## config.mk

```make
export PLATFORM = sky130hd
export DESIGN_NAME = mlaccel_insn_decoder
export DESIGN_NICKNAME = d
export VERILOG_FILES = /design/src/rtl/mlaccel_pkg.sv /design/src/rtl/mlaccel_credit_counter.sv /design/src/rtl/mlaccel_insn_decoder.sv
export SDC_FILE = /design/constraint.sdc
export NUM_CORES = 1
export LEC_CHECK = 0
export ABC_AREA = 0
export CAP_MARGIN = 10
export CORE_ASPECT_RATIO = 1.75
export CORE_MARGIN = 3
export CORE_UTILIZATION = 41
export DETAILED_ROUTE_END_ITERATION = 6
export PLACE_DENSITY = 0.88
export SLEW_MARGIN = 20
export SYNTH_ARGS = -nofsm -noshare
export SYNTH_HDL_FRONTEND = slang
export SYNTH_HIERARCHICAL = 1
export SYNTH_SLANG_ARGS = --single-unit
```

## constraint.sdc

```tcl
create_clock -name clock -period 4.1 [get_ports clock]
set_input_delay 0.82 -clock clock [delete_from_list [all_inputs] [get_ports clock]]
set_output_delay 0.82 -clock clock [all_outputs]
set_load 0.01 [all_outputs]
```

## src/rtl/mlaccel_pkg.sv

```systemverilog
// Shared instruction-word definitions for the mlaccel sequencer and decoder.
package mlaccel_pkg;

  localparam int OPC_LSB  = 0;
  localparam int OPC_W    = 6;
  localparam int ADDR_LSB = 6;
  localparam int ADDR_W   = 11;
  localparam int CNT_LSB  = 17;
  localparam int CNT_W    = 15;

  typedef enum logic [OPC_W-1:0] {
    OPC_SYNC   = 6'd0,
    OPC_CALL   = 6'd1,
    OPC_RETURN = 6'd2,
    OPC_EXEC   = 6'd3
  } opcode_e;

  function automatic logic [OPC_W-1:0] insn_opcode(input logic [31:0] w);
    return w[OPC_LSB +: OPC_W];
  endfunction

  function automatic logic [ADDR_W-1:0] insn_addr(input logic [31:0] w);
    return w[ADDR_LSB +: ADDR_W];
  endfunction

  function automatic logic [CNT_W-1:0] insn_count(input logic [31:0] w);
    return w[CNT_LSB +: CNT_W];
  endfunction

endpackage

```

## src/rtl/mlaccel_credit_counter.sv

```systemverilog
// Outstanding-operation counter: saturates at zero and flags a decrement at zero.
module mlaccel_credit_counter #(
  parameter int MAX = 16,
  parameter int CW  = $clog2(MAX + 1)
) (
  input  logic          clk_i,
  input  logic          rst_i,
  input  logic          inc_i,
  input  logic          dec_i,
  output logic [CW-1:0] count_o,
  output logic          full_o,
  output logic          underflow_o
);

  logic [CW-1:0] count_q, count_d;

  // Simultaneous increment and decrement cancel out.
  always_comb begin
    count_d = count_q;
    if (inc_i && !dec_i) begin
      count_d = count_q + CW'(1);
    end else if (dec_i && !inc_i && (count_q != '0)) begin
      count_d = count_q - CW'(1);
    end
  end

  always_ff @(posedge clk_i or posedge rst_i) begin
    if (rst_i) begin
      count_q <= '0;
    end else begin
      count_q <= count_d;
    end
  end

  assign count_o     = count_q;
  assign full_o      = (count_q == CW'(MAX));
  assign underflow_o = dec_i && (count_q == '0);

endmodule

```

## src/rtl/mlaccel_insn_decoder.sv

```systemverilog
// Decodes sequencer instruction words into execute operations and sync barriers,
// throttling issue against the number of operations still in flight.
module mlaccel_insn_decoder
  import mlaccel_pkg::*;
#(
  parameter int MAX_OUTSTANDING = 16
) (
  input  logic        clock,
  input  logic        reset,
  input  logic        comp_valid,
  output logic        comp_ready,
  input  logic [31:0] comp_data,
  output logic        exec_valid,
  input  logic        exec_ready,
  output logic [10:0] exec_addr,
  output logic        exec_last,
  input  logic        exec_done,
  output logic        sync_pulse,
  output logic        busy,
  output logic        err
);

  localparam int CW = $clog2(MAX_OUTSTANDING + 1);

  typedef enum logic [1:0] {IDLE, ISSUE, SYNC_WAIT} state_e;

  state_e              state_q, state_d;
  logic                live_q;
  logic [ADDR_W-1:0]   addr_q, addr_d;
  logic                last_q, last_d;
  logic                err_q, err_d;
  logic [CW-1:0]       outstanding;
  logic                cnt_full, cnt_underflow;
  logic [OPC_W-1:0]    opcode;

  assign opcode = insn_opcode(comp_data);

  // live_q holds comp_ready low until the first edge after reset is released.
  assign comp_ready = live_q && (state_q == IDLE);

  always_comb begin
    state_d    = state_q;
    addr_d     = addr_q;
    last_d     = last_q;
    err_d      = err_q || cnt_underflow;
    exec_valid = 1'b0;
    sync_pulse = 1'b0;
    unique case (state_q)
      IDLE: begin
        if (comp_valid && live_q) begin
          if (opcode == OPC_EXEC) begin
            state_d = ISSUE;
            addr_d  = insn_addr(comp_data);
            last_d  = (insn_count(comp_data) == CNT_W'(1));
          end else if (opcode == OPC_SYNC) begin
            state_d = SYNC_WAIT;
          end else begin
            err_d = 1'b1;
          end
        end
      end
      ISSUE: begin
        exec_valid = !cnt_full;
        if (!cnt_full && exec_ready) begin
          state_d = IDLE;
        end
      end
      SYNC_WAIT: begin
        if (outstanding == '0) begin
          sync_pulse = 1'b1;
          state_d    = IDLE;
        end
      end
      default: state_d = IDLE;
    endcase
  end

  always_ff @(posedge clock or posedge reset) begin
    if (reset) begin
      state_q <= IDLE;
      live_q  <= 1'b0;
      addr_q  <= '0;
      last_q  <= 1'b0;
      err_q   <= 1'b0;
    end else begin
      state_q <= state_d;
      live_q  <= 1'b1;
      addr_q  <= addr_d;
      last_q  <= last_d;
      err_q   <= err_d;
    end
  end

  mlaccel_credit_counter #(
    .MAX (MAX_OUTSTANDING),
    .CW  (CW)
  ) u_credit (
    .clk_i       (clock),
    .rst_i       (reset),
    .inc_i       (exec_valid && exec_ready),
    .dec_i       (exec_done),
    .count_o     (outstanding),
    .full_o      (cnt_full),
    .underflow_o (cnt_underflow)
  );

  assign exec_addr = addr_q;
  assign exec_last = last_q;
  assign err       = err_q;
  assign busy      = (state_q != IDLE) || (outstanding != '0);

endmodule

```

### Word level (Yosys, flattened, before mapping)

Cells that the tools add are included.

| operators by class | value |
|---|---|
| add/subtract/negate cells | 2 |
| equality and inequality tests | 9 |
| muxes and demuxes | 15 |
| reduce and logical (&&, ||, !) cells | 21 |

Operator list:

| kind | count |
|---|---|
| equality test 15 x 1 -> 1 bit (second input constant) | 1 |
| two-way mux 2 bit | 5 |
| two-way mux 5 bit | 2 |
| logical AND 1 bit | 8 |
| two-way mux 1 bit | 7 |
| equality test 6 x 2 -> 1 bit (second input constant) | 1 |
| zero test 6 bit | 1 |
| case mux 2 bit (3 select lines) | 1 |
| adder 5 x 1 -> 5 bit (second input constant) | 1 |
| equality test 5 bit (second input constant) | 1 |
| zero test 5 bit | 1 |
| nonzero test 5 bit | 1 |
| subtractor 5 x 1 -> 5 bit (second input constant) | 1 |
| inequality test 2 bit (second input constant) | 2 |
| AND reduction 4 bit | 1 |
| nonzero test 2 bit | 2 |
| zero test 1 bit | 3 |
| inequality test 3 x 1 -> 1 bit (second input constant) | 1 |
| AND reduction 3 bit | 1 |
| equality test 2 x 1 -> 1 bit (second input constant) | 1 |
| equality test 2 bit (second input constant) | 1 |
| zero test 2 bit | 1 |
| logical OR 1 bit | 2 |
| inequality test 2 x 1 -> 1 bit (second input constant) | 1 |

| word-level totals | value |
|---|---|
| register bits | 21 |
| input bits | 37 |
| output and inout bits | 17 |

### Depth between registers and ports, before layout

| logic depth | value |
|---|---|
| word-level depth | 9 |
| mapped depth | 9 |
| depth with buffers taken out | 9 |

### Cells and area by module

Netlist, hierarchy kept.

By module, submodules not included:

| module | times used | cells each | area an instance (um^2) |
|---|---|---|---|
| mlaccel_insn_decoder | 1 | 58 | 784.5 |
| mlaccel_credit_counter | 1 | 38 | 385.4 |

### Worst setup path after synthesis

Ideal clock, no wire load.

| path | value |
|---|---|
| path type | input to register |
| start point | input port exec_ready |
| end point | register u_credit.count_q[4], in the netlist u_credit/count_o[4] |
| arrival | 3183 ps |
| path slack | 830 ps |
| stages | 7 |
| cells stage by stage | nor4bb_1 > nand2_1 > fa_1 > a21o_1 > a21o_1 > or3_2 > a22oi_1 |

| between the ends | value |
|---|---|
| cells in the longest elaborated chain, start to end | 5 |

Ends and longest elaborated chain:

| item | RTL line | source |
|---|---|---|
| start, declared | mlaccel_insn_decoder.sv:14 | `input logic exec_ready,` |
| logical AND 1 bit * | mlaccel_insn_decoder.sv:100 | `.inc_i (exec_valid && exec_ready),` |
| zero test 1 bit | mlaccel_credit_counter.sv:22 | `end else if (dec_i && !inc_i && (count_q != '0)) begin` |
| logical AND 1 bit (2 in series) | mlaccel_credit_counter.sv:22 |  |
| nonzero test 2 bit (no line) | n/a |  |
| end signal, assigned | mlaccel_credit_counter.sv:31 | `count_q <= count_d;` |
| end, declared | mlaccel_credit_counter.sv:15 | `logic [CW-1:0] count_q, count_d;` |

Mark *: on every way between the ends. The rest lies on a longest branch, timed or not.
A chain may end at the register's enable or synchronous reset.

### Final worst setup path

Ends and elaborated chain as after synthesis.

==> results.cfg <==
[timing]
worst_clock_skew_ns = 0.00551
period_minus_slack_ns = 3.24
slew_violations = 0
slew_headroom_pct = 59.7
finalHoldViolCount = 0
post-route-period-util_pct = 79.0
rsz0062_at_grt = no
fin_setup_tns_ns = 0
clock.fmax_ghz = 0.309
worst_pin_slew_ns = 0.604
finalSetupViolations = 0

[clock_tree]
post_cts_buffers = 0
path_clk_slew_ns = 0.07
cts_tree = built
clk_path_buf_depth = 2
cts_root_buf = clkbuf_8
clk_latency_ns = 0.25
clock-sinks = 21
cts_resized = 0
htreeDepth = 1
hold_buffers = 0
numCtsBuffers = 3

[die]
start_util_pct = 43.0
core_area_sq_um = 2720
die_x_um = 46.4
die_height_um = 76.7
pin_count = 54
rows = 25
die_area_sq_um = 3560

[synthesis]
ys_types = 39
avgSynthCellArea_sq_um = 12.2
synth-edff-count = 0
synth_top_area_share_pct = 44.9
synth_area_leader_cell = dfrtp_1
syn_inst = 96
synth_common_cells = dfrtp_1 (21), mux2_4 (9), inv_1 (6)
ys_warn_count = 6
syn_area_sq_um = 1170
ys_seq_area_share_pct = 44.9
async_reset_ff_share_pct = 100
ys.flop_type = dfrtp_1
synthTopCellsByArea = dfrtp_1 (45%), mux2_4 (12%), ha_1 (3.2%), inv_1 (1.9%), mux2_1 (1.9%)
syn-num-nets = 137
synth_most_common_cell = dfrtp_1
ys_seq_elements = 21

[routing]
vias = 998
firstDrtPassIters = 4
drtIter0Drc = 12
wl_per_cell_um = 16.9
postRouteAntennaNets = 0
via_per_inst = 5.54
drc_errors = 0
detail_route.wirelength_mm = 3.05

[place]
port_buffers = 53
finalWeightedCongestion = 0.785
hpwl_mm = 2.52

[setup_path]
reg2reg_to = u_credit/count_o[4]
crit_end = u_credit/count_o[4]
critical_path_peak_fanout = 7
crit_start = exec_ready
r2r_start = u_credit/count_o[0]
rr_worst_depth = 10
cp.arrival_ns = 3.41
worstSetupStartpointType = input port
critPathRequiredTime_ns = 4.27
rrSetupSlack_ns = 1.05
cp-end-kind = flop
criticalPathCategory = in2reg

[grt]
grt_pass1_wl_mm = 5.04
grt_pass1_vias = 1137
grtUsageTotal_pct = 18.6
grt_max_degree = 17
grt_overflow = 0
antenna_found_initial = 0

[job]
max-cap-violations = 0

[pwr]
vdd_drop_max_mv = 0.308
p_total_w = 0.000718
p_leak_nw = 0.741
power_density_nw_per_um2 = 406

[layout]
nNetsFinal = 195
diodes = 0
drive_gt1_share_pct = 14.4
syn2layout_area_growth_pct = 51.0

[status]
status = complete, no violations

[worst_hold_path]
hold_path_class = reg2reg
==> metal layers <==
metal / wire length [um] / part of all wire, % / GRT usage [%] / vias to the layer above
met2: 1640 / 54 / 33.0 / 50
met3: 316 / 10 / 4.46 / 8
met4: 46 / 1.5 / 6.55 / 0
met5: 0 / 0 / 0 / -
li1: - / - / - / 465
met1: 1050 / 34 / 20.0 / 475
==> kinds of logic (layout without fill, tap and decap cells) <==
group,after synthesis,count (layout),share of synthesized area (%)
AND/OR/NAND/NOR,29,29,17.4
XOR/XNOR,2,2,1.50
buffers and inverters,7,64,3.64
multiplexers,15,15,17.1
AO/OA/AOI/OAI,17,17,10.2
other,1,1,0.321
flip-flops,21,21,44.9
adder cells (fa/ha/maj),4,4,4.92
==> worst min path at each step <==
stage / start / endpoint / slack, ns / depth (start not counted)
6_report: err / err / 0.50 / 1
5_1_grt: exec_addr[10] / exec_addr[10] / 0.54 / 1
3_5_place_dp: err / err / 0.49 / 1
3_3_place_gp: err / err / 0.46 / 1
4_1_cts: err / err / 0.50 / 1
2_1_floorplan: state_q[0] / state_q[1] / 0.48 / 1
==> worst max-delay path: stages <==
cell	delay, ns
clkdlybuf4s50_1	0.49
nor4bb_1	0.28
buf_4	0.20
nand2_1	0.17
fa_1	0.46
a21o_1	0.20
a21o_1	0.21
or3_2	0.42
a22oi_1	0.17
==> sequential cells by signal, summed over array words and instances (netlist names) <==
| signal | cells |
|---|---|
| err | 1 |
| exec_addr | 11 |
| exec_last | 1 |
| live_q | 1 |
| state_q | 2 |
| u_credit/count_o | 5 |
==> layout make-up <==
class / instances / area [sq um]
fillers: 221 / 955
multi-input cells: 68 / 602
repair buffers: 54 / 538
flip-flops and latches: 21 / 526
clock buffers: 4 / 45.0
well taps: 27 / 33.8
inverters: 6 / 22.5
==> report_power, final <==
group          internal (W)  total [W]  switching [W]
clock             0.0000690   0.000131      0.0000616
combinational      0.000162   0.000285       0.000124
sequential         0.000247   0.000302      0.0000550
total              0.000478   0.000718       0.000240
==> layout by cell type (no fill, tap or decap), types with 2 or more instances in the layout <==
cell type / n
a21oi_1: 4
nor3_1: 2
xor2_1: 2
a21o_1: 2
nor2_1: 4
mux2i_1: 2
o21ai_0: 2
nor4_1: 2
ha_1: 3
o21ai_2: 2
clkbuf_8: 3
or3_2: 2
mux2_1: 2
dfrtp_1: 21
nand2_1: 3
a31oi_1: 2
nor4b_1: 2
clkdlybuf4s50_1: 53
mux2_2: 2
inv_1: 6
mux2_4: 9
and2_1: 3
==> per-stage QoR <==
step / hold WS [ns] / setup WS [ns] / util, % / cells / instance area (sq um)
finish: 0.504 / 0.862 / 64.9 / 180 / 1770
global route: 0.535 / 0.722 / 64.9 / 180 / 1770
CTS: 0.505 / 0.858 / 64.9 / 180 / 1770
detailed placement: 0.488 / 0.590 / 63.3 / 176 / 1720
global placement: 0.465 / 0.744 / 63.3 / 176 / 1720
floorplan: 0.482 / 0.830 / - / 96 / 1170
No activity file was read; power rests on OpenSTA's default activity.
